--- config.mk ---
export PLATFORM = sky130hd
export DESIGN_NAME = booth_mult_flat
export DESIGN_NICKNAME = d
export VERILOG_FILES = /design/src/rtl/booth_mult_if.sv /design/src/rtl/booth_mult.sv /design/src/flat_wrapper.sv
export SDC_FILE = /design/constraint.sdc
export NUM_CORES = 1
export LEC_CHECK = 0
export ABC_AREA = 1
export CORE_ASPECT_RATIO = 1.75
export CORE_MARGIN = 4
export CORE_UTILIZATION = 36
export CTS_CLUSTER_DIAMETER = 100
export DETAILED_ROUTE_END_ITERATION = 8
export PLACE_DENSITY = 0.55
export SLEW_MARGIN = 30
export SYNTH_ARGS = -nofsm -noshare
export SYNTH_HDL_FRONTEND = slang
export SYNTH_SLANG_ARGS = --single-unit
--- constraint.sdc ---
create_clock -name clk -period 7.95 [get_ports clk]
set_input_delay 0.795 -clock clk [delete_from_list [all_inputs] [get_ports clk]]
set_output_delay 0.795 -clock clk [all_outputs]
set_load 0.1 [all_outputs]
--- src/rtl/booth_mult_if.sv ---
// booth_mult_if: handshake and data bundle between the control unit and the
// sequential Booth multiplier.
//   master : control unit side (drives multStart/A/B, observes busy/done/Hi/Lo)
//   slave  : multiplier side
// Optional macro MULT_MULTU_EN adds the isUnsigned select (sampled with multStart).
interface booth_mult_if #(parameter int WIDTH = 32);
  logic             multStart;
  logic [WIDTH-1:0] A;
  logic [WIDTH-1:0] B;
`ifdef MULT_MULTU_EN
  logic             isUnsigned;
`endif
  logic             multBusy;
  logic             multDone;
  logic [WIDTH-1:0] Hi;
  logic [WIDTH-1:0] Lo;

`ifdef MULT_MULTU_EN
  modport master (output multStart, A, B, isUnsigned,
                  input  multBusy, multDone, Hi, Lo);
  modport slave  (input  multStart, A, B, isUnsigned,
                  output multBusy, multDone, Hi, Lo);
`else
  modport master (output multStart, A, B,
                  input  multBusy, multDone, Hi, Lo);
  modport slave  (input  multStart, A, B,
                  output multBusy, multDone, Hi, Lo);
`endif
endinterface

--- src/rtl/booth_mult.sv ---
// booth_mult: sequential radix-2 Booth multiplier, one add/sub + shift per cycle.
// Ports:
//   clk    : clock, rising edge
//   reset  : asynchronous, active-low
//   bus    : booth_mult_if.slave (multStart, A, B -> multBusy, multDone, Hi, Lo)
// Optional macro MULT_MULTU_EN: adds bus.isUnsigned; unsigned operands are
// zero-extended and take one extra step (WIDTH+1 cycles).
//
// state | meaning
// IDLE  | waiting for multStart
// RUN   | Booth step each cycle, cnt counts remaining steps down to terminal 1
// DONE  | multDone pulse, Hi/Lo just written
module booth_mult #(
  parameter int WIDTH = 32
) (
  input  logic         clk,
  input  logic         reset,
  booth_mult_if.slave  bus
);

`ifdef MULT_MULTU_EN
  localparam int MW = WIDTH + 1;   // multiplier field holds a zero-extended operand
`else
  localparam int MW = WIDTH;
`endif
  // acc = {upper (WIDTH+1), multiplier field (MW), previous bit}
  localparam int AW = WIDTH + 1 + MW + 1;
  localparam int CW = $clog2(MW + 1);

  typedef enum logic [1:0] {IDLE, RUN, DONE} state_t;

  state_t           state, state_nxt;
  logic [AW-1:0]    acc, acc_step;
  logic [WIDTH:0]   m_reg;
  logic [WIDTH:0]   upper_sum;
  logic [CW-1:0]    cnt;
  logic             last_step;
  logic [WIDTH-1:0] hi_reg, lo_reg;
  logic [WIDTH-1:0] hi_res, lo_res;
  logic             busy, done;
`ifdef MULT_MULTU_EN
  logic             u_reg;
`endif

  assign last_step = (cnt == CW'(1));

  always_comb begin
    upper_sum = acc[AW-1 -: WIDTH+1];
    case (acc[1:0])
      2'b01:   upper_sum = acc[AW-1 -: WIDTH+1] + m_reg;
      2'b10:   upper_sum = acc[AW-1 -: WIDTH+1] - m_reg;
      default: upper_sum = acc[AW-1 -: WIDTH+1];
    endcase
    acc_step = {upper_sum[WIDTH], upper_sum, acc[AW-WIDTH-2:1]};
  end

  // After s steps on an MW-bit multiplier field the product's LSB sits at
  // acc bit MW-s+1: bit 2 for signed (WIDTH steps, extended field), bit 1 otherwise.
`ifdef MULT_MULTU_EN
  assign lo_res = u_reg ? acc_step[WIDTH:1]         : acc_step[WIDTH+1:2];
  assign hi_res = u_reg ? acc_step[2*WIDTH:WIDTH+1] : acc_step[2*WIDTH+1:WIDTH+2];
`else
  assign lo_res = acc_step[WIDTH:1];
  assign hi_res = acc_step[2*WIDTH:WIDTH+1];
`endif

  always_comb begin
    state_nxt = state;
    busy      = 1'b0;
    done      = 1'b0;
    case (state)
      IDLE: state_nxt = IDLE;
      RUN: begin
        busy = 1'b1;
        if (last_step) state_nxt = DONE;
      end
      DONE: begin
        done      = 1'b1;
        state_nxt = IDLE;
      end
      default: state_nxt = IDLE;
    endcase
    // a start in any state (re)loads, abandoning an unfinished product
    if (bus.multStart) state_nxt = RUN;
  end

  always_ff @(posedge clk or negedge reset) begin
    if (!reset) begin
      state  <= IDLE;
      acc    <= '0;
      m_reg  <= '0;
      cnt    <= '0;
      hi_reg <= '0;
      lo_reg <= '0;
`ifdef MULT_MULTU_EN
      u_reg  <= 1'b0;
`endif
    end else begin
      state <= state_nxt;
      if (bus.multStart) begin
`ifdef MULT_MULTU_EN
        u_reg <= bus.isUnsigned;
        if (bus.isUnsigned) begin
          m_reg <= {1'b0, bus.A};
          acc   <= {{(WIDTH+1){1'b0}}, 1'b0, bus.B, 1'b0};
          cnt   <= CW'(WIDTH + 1);
        end else begin
          m_reg <= {bus.A[WIDTH-1], bus.A};
          acc   <= {{(WIDTH+1){1'b0}}, bus.B[WIDTH-1], bus.B, 1'b0};
          cnt   <= CW'(WIDTH);
        end
`else
        m_reg <= {bus.A[WIDTH-1], bus.A};
        acc   <= {{(WIDTH+1){1'b0}}, bus.B, 1'b0};
        cnt   <= CW'(WIDTH);
`endif
      end else if (state == RUN) begin
        acc <= acc_step;
        cnt <= cnt - CW'(1);
        if (last_step) begin
          hi_reg <= hi_res;
          lo_reg <= lo_res;
        end
      end
    end
  end

  assign bus.multBusy = busy;
  assign bus.multDone = done;
  assign bus.Hi       = hi_reg;
  assign bus.Lo       = lo_reg;

endmodule

--- src/flat_wrapper.sv ---
// flat-port wrapper written by rule: the top's interface ports become plain ports
module booth_mult_flat 
#(
  parameter int WIDTH = 32
)
  (clk, reset, bus_multStart, bus_A, bus_B, bus_multBusy, bus_multDone, bus_Hi, bus_Lo);
  booth_mult_if #(.WIDTH(WIDTH)) bus_i ();
  input  logic clk;
  input  logic reset;
  input wire logic [$bits(bus_i.multStart)-1:0] bus_multStart;
  input wire logic [$bits(bus_i.A)-1:0] bus_A;
  input wire logic [$bits(bus_i.B)-1:0] bus_B;
  output wire logic [$bits(bus_i.multBusy)-1:0] bus_multBusy;
  output wire logic [$bits(bus_i.multDone)-1:0] bus_multDone;
  output wire logic [$bits(bus_i.Hi)-1:0] bus_Hi;
  output wire logic [$bits(bus_i.Lo)-1:0] bus_Lo;
  assign bus_i.multStart = bus_multStart;
  assign bus_i.A = bus_A;
  assign bus_i.B = bus_B;
  assign bus_multBusy = bus_i.multBusy;
  assign bus_multDone = bus_i.multDone;
  assign bus_Hi = bus_i.Hi;
  assign bus_Lo = bus_i.Lo;
  booth_mult #(.WIDTH(WIDTH)) u_core (.clk(clk), .reset(reset), .bus(bus_i));
endmodule
# Word level (Yosys, flattened, before mapping)
# Cells that the tools add are included.
[word_totals]
regBits = 170
elab_cells = 28
output_inout_bits = 66
[classes]
n_mux = 10
n_bitwise = 1
reduce_logical = 2
add_sub_neg = 3
n_eq_ne = 6
[op_table]
columns = ["operator", "n"]
rows = [
  ["$mux 66", 2],
  ["$pmux 33 s2", 1],
  ["$add 33x33->33", 1],
  ["$sub 33x33->33", 1],
  ["$mux 6", 2],
  ["$eq 6x1->1 const B", 1],
  ["$mux 2", 3],
  ["$sub 6x1->6 const B", 1],
  ["$eq 2x1->1 const B", 2],
  ["$eq 2x2->1 const B", 2],
  ["$ne 3x2->1 const B", 1],
  ["$reduce_and 3->1", 1],
  ["$mux 1", 2],
  ["$reduce_bool 2->1", 1],
  ["$not 1->1", 1],
]

# Logic depth before layout (Yosys ltp)
# Gate-level depths: netlist of run 1.
[depth]
word_depth = 4
mapped_depth = 28
ltp_nobuf = 28

# Worst setup path before layout of run 1
# Ideal clock, no wire load.
[synth_timing]
kind = "register to register"
start = "register u_core.m_reg[0]"
end = "register u_core.acc[60]"
path_stages_with_launch = 23
required_time_ps = 7818
setup_ps = 132
arrival_time_ps = 2891
period_less_slack_ps = 3022
path_slack_ps = 4928
path_cell_list = "dfrtp_1 -> inv_1 -> ha_1 -> nand3_1 -> nor2_2 -> nand2_1 -> nor2_2 -> inv_1 -> nand2_1 -> nand2_1 -> a21oi_2 -> o21ai_1 -> xor2_1 -> ha_1 -> nand2_1 -> nor2_1 -> nand2_1 -> nor4_1 -> nand2_1 -> nand3_1 -> nand3_1 -> nand3_1 -> o21ai_0"
[synth_between]
elab_chain_cells = 4
elab_cells_between_ends = 5
classes_between = "add/sub (2); mux (3)"
[synth_lines]
columns = ["item", "line_no", "rtl"]
rows = [
  ["start, declared", "booth_mult.sv:34", "logic [WIDTH:0] m_reg;"],
  ["start signal, assigned", "booth_mult.sv:113", "m_reg <= {bus.A[WIDTH-1], bus.A};"],
  ["$sub 33x33->33 / $add 33x33->33 (equally long branches)", "booth_mult.sv:51, booth_mult.sv:50", ""],
  ["$pmux 33 s2 *", "booth_mult.sv:49", "case (acc[1:0])"],
  ["$mux 66 *", "booth_mult.sv:117", "end else if (state == RUN) begin"],
  ["$mux 66 *", "booth_mult.sv:100", "if (bus.multStart) begin"],
  ["end signal, assigned", "booth_mult.sv:114", "acc <= {{(WIDTH+1){1'b0}}, bus.B, 1'b0};"],
  ["end signal, assigned", "booth_mult.sv:118", "acc <= acc_step;"],
  ["end, declared", "booth_mult.sv:33", "logic [AW-1:0] acc, acc_step;"],
]
# Every way passes the cells marked *; elsewhere a longest branch is shown, timed or not. The select of a mux whose other input is x is not followed.
# A chain may end at the register's enable or synchronous reset.

# Final worst setup path of run 1
[layout_timing]
start = "register u_core.acc[0]"
end = "register u_core.acc[64]"
[layout_between]
elab_chain_cells = 4
elab_cells_between_ends = 5
classes_between = "eq/ne (2); mux (3)"
[layout_lines]
columns = ["item", "line_no"]
rows = [
  ["$eq 2x2->1 / $eq 2x1->1 (equally long branches)", "booth_mult.sv:49"],
  ["$pmux 33 s2 *", "booth_mult.sv:49"],
  ["$mux 66 *", "booth_mult.sv:117"],
  ["$mux 66 *", "booth_mult.sv:100"],
]
# Marked as above.

==> reports/metrics.yaml, run 1 <==
floorplan:
  die_y_um: 226.2
  die_w_um: 132.7
  io-pin-count: 133
  fp.coreArea_um2: 26690
  die_area_um2: 30010
  placementRows: 79
  initial_utilization_pct: 36.69
synthesis:
  yosysWarnings: 0
  synth_edf_count: 0
  yosys-top-cells-area: "dfrtp_1 43%, nand2_1 15%, inv_1 6.0%, o21ai_0 4.9%, ha_1 4.6%"
  syn_nets: 1399
  avgSynthCellArea_um2: 7.562
  syn-cell-area_um2: 9793
  synth_top_cell_by_area: "dfrtp_1"
  async_reset_ff_share_pct: 100.0
  yosysMostFrequentCell: "nand2_1"
  netlist.area_leader.share_pct: 43.18
  synthTopCellsByCount: "391 x nand2_1, 169 x dfrtp_1, 156 x inv_1, 96 x o21ai_0, 80 x nor2_1"
  ys_ff_latch: 169
  synth_flop_cell: "dfrtp_1"
  synth.distinct_cells: 44
  synthCells: 1295
  ys_seq_area_share_pct: 43.18
cts:
  ctsRootBufferMaster: "clkbuf_16"
  cts.hold.buffers_added: 0
  path_clk_slew_ns: 0.07
  insertion_delay_ns: 0.45
  postCtsSetupBuffers: 0
  cts_tree: "yes"
  htreeDepth: 4
  cts.sinks: 169
  cts_buffers: 17
  ctsResizeCount: 0
  clk_path_buf_depth: 2
routing:
  routedWlPerCell_um: 17.99
  drtIter0Drc: 478
  final_antenna_net_count: 0
  firstDrtPassIters: 6
  totalWireLength_um: 31370
  vias_per_cell: 5.048
  vias: 8798
  drc: 0
sta:
  fin_crit_ns: 4.056
  rsz0062_at_grt: "no"
  holdWs_ns: 0.4227
  setup_viol: 0
  hold_viol_final: 0
  tightest_slew_ns: 1.021
  fmax_mhz: 246.6
  setup_ws_ns: 3.894
  setup_tns_ns: 0
  drv_slew: 0
  maxSlewHeadroom_pct: 31.74
  fin_skew_ns: 0.009790
  min_period_over_period_pct: 51.02
finish:
  stdcell_count: 1743
  fill_cells: 2738
  largest_register: "u_core.acc"
  n_antenna_cell: 0
  design_area_um2: 11920
  nets: 1510
  syn_to_final_growth_pct: 21.72
  largest_register_ffs: 65
  layout-drive-gt1-share_pct: 5.849
critical_path:
  critPathKind: "reg2reg"
  r2r_end: "u_core.acc[64]"
  end_kind: "flop"
  startpoint_type: "flop"
  cp_data_arrival_time_ns: 4.39
  cp_data_required_time_ns: 8.29
  ff2ff_path_depth: 23
  r2r_slack_ns: 3.89
  worstPathMaxFanout: 20
  r2r_start: "u_core.acc[0]"
power_and_ir_drop:
  ir_drop_mv: 0.3282
  leakage_nw: 5.877
  powerDensity_nw_per_um2: 425.4
placement:
  routabilityCongestion: 0.9240
  place_hpwl_um: 23740
  io_buffers: 132
  place_area_um2: 11330
  dp_cells: 1711
  post-place-ws_ns: 3.963
run:
  maxCapViolations: 0
worst_hold_path:
  hold_path.class: "in2async"
global_route:
  grt_max_degree: 97
  grt_use_total_pct: 21.27
  overflow: 0
  antenna_found_initial: 0
  grt_pass1_vias: 9339
  grt_pass1_wl_um: 49310
run_status:
  outcome: "complete, no violations"
## worst max-delay path: stages, from the launching register on
cell and delay (ns):
dfrtp_1 0.36, inv_1 0.07, ha_1 0.53, inv_1 0.47
nand2_1 0.26, nand2_1 0.12, a21oi_2 0.15, o21ai_1 0.10
xor2_1 0.33, ha_1 0.38, nand2_1 0.15, inv_1 0.05
nand2_1 0.06, nand2_1 0.07, nand2_1 0.07, nand2_1 0.12
a21oi_1 0.16, nand2_1 0.07, nand2_1 0.08, nand3_1 0.07
nand2_1 0.09, nand2_1 0.06, nand2_1 0.07, nand2_1 0.05
## per-layer routing
layer / GRT usage, % / up-vias / wire length (um)
met4: 11.17 / 0 / 1544
met2: 40.42 / 198 / 17010
met5: 0 / - / 0
met1: 21.14 / 4132 / 11500
li1: - / 4412 / -
met3: 5.194 / 56 / 1318
## cells in the final DEF, fill, tap and decap left out, types with 3 or more instances in the layout
cell type,netlist,layout
dfrtp_1,169,169
buf_4,0,4
nor3_1,11,11
or2_2,8,8
xnor2_1,5,5
clkdlybuf4s50_1,0,128
a22oi_1,4,4
nand3_1,72,72
clkinv_2,0,4
o22ai_1,7,7
o221ai_1,25,25
nand2_1,391,391
nor2_2,6,6
o21ai_2,14,14
o21ai_1,35,35
a21o_1,6,6
nor2_1,80,80
o21bai_1,4,4
a21oi_1,55,55
clkbuf_16,0,17
clkbuf_8,0,3
ha_1,36,36
o21ai_0,96,96
inv_2,6,6
xor2_1,31,31
inv_1,156,155
nor4_1,5,5
nand4_1,5,5
## report_power, final
part           total (mW)  switching [mW]  internal [mW]
clock               0.860           0.377          0.482
combinational        2.91            2.16          0.751
sequential           1.30           0.182           1.12
## cell families (layout without fill, tap and decap cells)
kind of cell    after synthesis  count (layout)  synth area share [%]
compound gates              255             255                 15.20
buf+inv                     209             333                 8.598
flops                       169             169                 43.18
fa+ha+maj                    37              37                 4.804
xor+xnor                     36              36                 3.220
simple gates                588             588                 24.89
mux                           1               1                0.1022
## stage by stage
step	util (%)	power, mW
6_report	44.66	5.071
5_1_grt	44.66	5.382
4_1_cts	44.68	5.119
3_5_place_dp	42.45	4.239
3_3_place_gp	42.44	4.228
2_1_floorplan	-	3.434
## final cells by class
type                    instances  area, um^2  area share (%)
inverters                     164       618.1           5.185
well taps                     324       405.4           3.401
repair buffers                137        1351           11.34
multi-input cells             917        4722           39.61
clock buffers                  19       452.9           3.800
flip-flops and latches        169        4229           35.48
clock inverters                13       141.4           1.186
## worst max path at each step
stage	from	end	slack (ns)	depth (start not counted)
global placement	u_core.acc[0]	u_core.acc[52]	4.04	19
floorplan	u_core.m_reg[0]	u_core.acc[60]	4.93	22
CTS	u_core.acc[0]	u_core.acc[44]	3.94	18
finish	u_core.acc[0]	u_core.acc[64]	3.89	23
detailed placement	u_core.acc[0]	u_core.acc[44]	3.96	18
global route	u_core.acc[0]	u_core.acc[52]	3.51	19
Note: power is estimated with default switching activity, not from simulation.
==> run 2, diff against run 1 <==
--- a/config.mk
+++ b/config.mk
@@ -11,7 +11,7 @@
 export CORE_UTILIZATION = 36
 export CTS_CLUSTER_DIAMETER = 100
 export DETAILED_ROUTE_END_ITERATION = 8
-export PLACE_DENSITY = 0.55
+export PLACE_DENSITY = 0.57
 export SLEW_MARGIN = 30
 export SYNTH_ARGS = -nofsm -noshare
 export SYNTH_HDL_FRONTEND = slang
==> constraint.sdc (replaced) <==
create_clock -name clk -period 3.3 [get_ports clk]
set_input_delay 0.33 -clock clk [delete_from_list [all_inputs] [get_ports clk]]
set_output_delay 0.33 -clock clk [all_outputs]
set_load 0.1 [all_outputs]
==> run 2 against run 1 <==
Effect of this change: critical path depth grew 3; setup slack worse by 3.9 ns; die area stayed put; non-clock buffer count increased by 103; core utilization increased by 6.1 points; sequential share of layout area is 4.2 points lower; first-iteration DRC count is 15% lower; sequential cell count stayed put; hold slack got worse by 0.019 ns; critical path type unchanged; critical endpoint unchanged.
==> reports/metrics.yaml, run 2 (synthesized netlist as in run 1, its figures left out) <==
global_route:
  grt_pass1_vias: 9604
  overflow: 0
  antenna_found_initial: 0
  grt_max_degree: 98
  grt_pass1_wl_um: 51630
  grt_use_total_pct: 22.42
critical_path:
  crit_slowest_cell: "dfrtp_1"
  r2r_end: "u_core.acc[64]"
  ff2ff_path_depth: 26
  critical_path.max_stage_delay_ns: 0.40
  startpoint_type: "flop"
  critPathKind: "reg2reg"
  r2r_start: "u_core.m_reg[1]"
  cp_data_arrival_time_ns: 3.62
  worstPathMaxFanout: 4
  cp_data_required_time_ns: 3.64
  crit_path_frequent_cell: "nand2_1"
  end_kind: "flop"
  r2r_slack_ns: 0.03
cts:
  clk_path_buf_depth: 2
  htreeDepth: 4
  ctsRootBufferMaster: "clkbuf_16"
  insertion_delay_ns: 0.46
  cts_tree: "yes"
  path_clk_slew_ns: 0.07
  cts.sinks: 169
  cts_buffers: 17
worst_hold_path:
  worstHoldPathCells: 5
  hold_end: "u_core.acc[64]"
  hold_path.class: "in2reg"
  hold_path.startpoint: "bus_multStart"
routing:
  drtIter0Drc: 408
  vias_per_cell: 5.065
  routedWlPerCell_um: 18.22
  totalWireLength_um: 33640
  firstDrtPassIters: 6
  vias: 9350
  final_antenna_net_count: 0
  drc: 0
power_and_ir_drop:
  powerDensity_nw_per_um2: 1012
  ir_drop_mv: 0.8823
  leakage_nw: 6.514
sta:
  setup_tns_ns: 0
  hold_viol_final: 0
  setup_ws_ns: 0.02612
  min_period_over_period_pct: 99.21
  maxSlewHeadroom_pct: 32.67
  drv_slew: 0
  fin_skew_ns: 0.01354
  setup_viol: 0
  fin_crit_ns: 3.274
  fmax_mhz: 305.4
  rsz0062_at_grt: "yes"
  tightest_slew_ns: 1.007
run:
  maxCapViolations: 0
finish:
  syn_to_final_growth_pct: 38.32
  multi_input_area_um2: 5537
  largest_register_ffs: 65
  utilization_pct: 50.75
  final_common_cell: "nand2_1"
  largest_register: "u_core.acc"
  fill_cells: 2652
  seqCellArea_um2: 4230
  nets: 1613
  layout_common_cells: "354 x nand2_1, 168 x dfrtp_1, 144 x inv_1"
  design_area_um2: 13550
  n_antenna_cell: 0
  stdcell_count: 1846
  layout-drive-gt1-share_pct: 22.47
floorplan:
  die_y_um: 226.2
  fp.coreArea_um2: 26690
  die_w_um: 132.7
  placementRows: 79
  die_area_um2: 30010
  initial_utilization_pct: 36.69
  io-pin-count: 133
placement:
  place_hpwl_um: 25400
  post-place-ws_ns: -0.2192
  routabilityCongestion: 0.9268
  place_area_um2: 12020
  io_buffers: 132
  dp_cells: 1802
run_status:
  outcome: "complete, no violations"
run 2: cell count changes in the layout (fill, tap and decap cells not counted), moves of 10 or more:
| cell | delta |
|---|---|
| nand2_1 | -37 |
| o21ai_0 | -15 |
| nand2_2 | +32 |
| nand3_1 | -12 |
| nor2_1 | -26 |
| a21oi_1 | -25 |
| ha_1 | -17 |
| buf_4 | +99 |
| nor2_4 | +10 |
| inv_1 | -11 |
| nor2_2 | +16 |
| ha_4 | +15 |
| inv_2 | +11 |
| a21oi_2 | +21 |
run 2: power by group:
part	leakage (nW)	switching, mW	total (mW)	internal [mW]
clock	0.299	0.933	2.09	1.15
combinational	4.12	5.77	8.44	2.67
sequential	2.10	0.485	3.18	2.70
run 2: layout make-up:
class | count | area share, %
Multi-Input combinational cell | 917 | 40.87
Sequential cell | 169 | 31.23
Timing Repair Buffer | 240 | 15.92
Inverter | 164 | 4.563
Clock buffer | 18 | 3.242
Tap cell | 324 | 2.993
Clock inverter | 14 | 1.173
run 2: critical path: cells and delay by family, from the launching register on:
kind                     cells  cell delay (ns)
AO/OA/AOI/OAI                3             0.40
buffers and inverters        5             0.51
XOR/XNOR                     1             0.18
AND/OR/NAND/NOR             15             1.24
flip-flops                   1             0.40
adder cells (fa/ha/maj)      2             0.44
run 2: worst max path at each step:
stage	start	endpoint	slack (ns)	depth (start not counted)
detailed placement	u_core.m_reg[1]	u_core.acc[54]	-0.22	20
floorplan	u_core.m_reg[0]	u_core.acc[60]	0.28	22
CTS	u_core.m_reg[1]	u_core.bus.Hi[20]	0.004	17
finish	u_core.m_reg[1]	u_core.acc[64]	0.03	26
global placement	u_core.m_reg[0]	u_core.acc[54]	-0.16	20
global route	u_core.m_reg[1]	u_core.acc[64]	-0.23	25
run 2: repair_timing:
action,CTS,global route
setup endpoints to repair,31,48
resized for setup,31,178
hold buffers,1,0
setup buffers,4,7
endpoints found under the hold margin,69,0
pin swaps,8,42
run 2: stage by stage:
stage	total power, mW	hold slack, ns
final	13.70	0.4035
after global routing	14.48	0.4105
after CTS	13.09	0.3792
after detailed placement	10.85	0.4107
after global placement	10.83	0.4045
after floorplan	8.273	0.03441
run 2: metal layers:
layer  global-route usage [%]  vias to the layer above  wire length, um
li1                         -                     4629                -
met1                    22.03                     4438            11920
met2                    44.04                      210            18890
met3                    4.458                       73             1274
met4                    11.01                        0             1555
met5                        0                        -                0
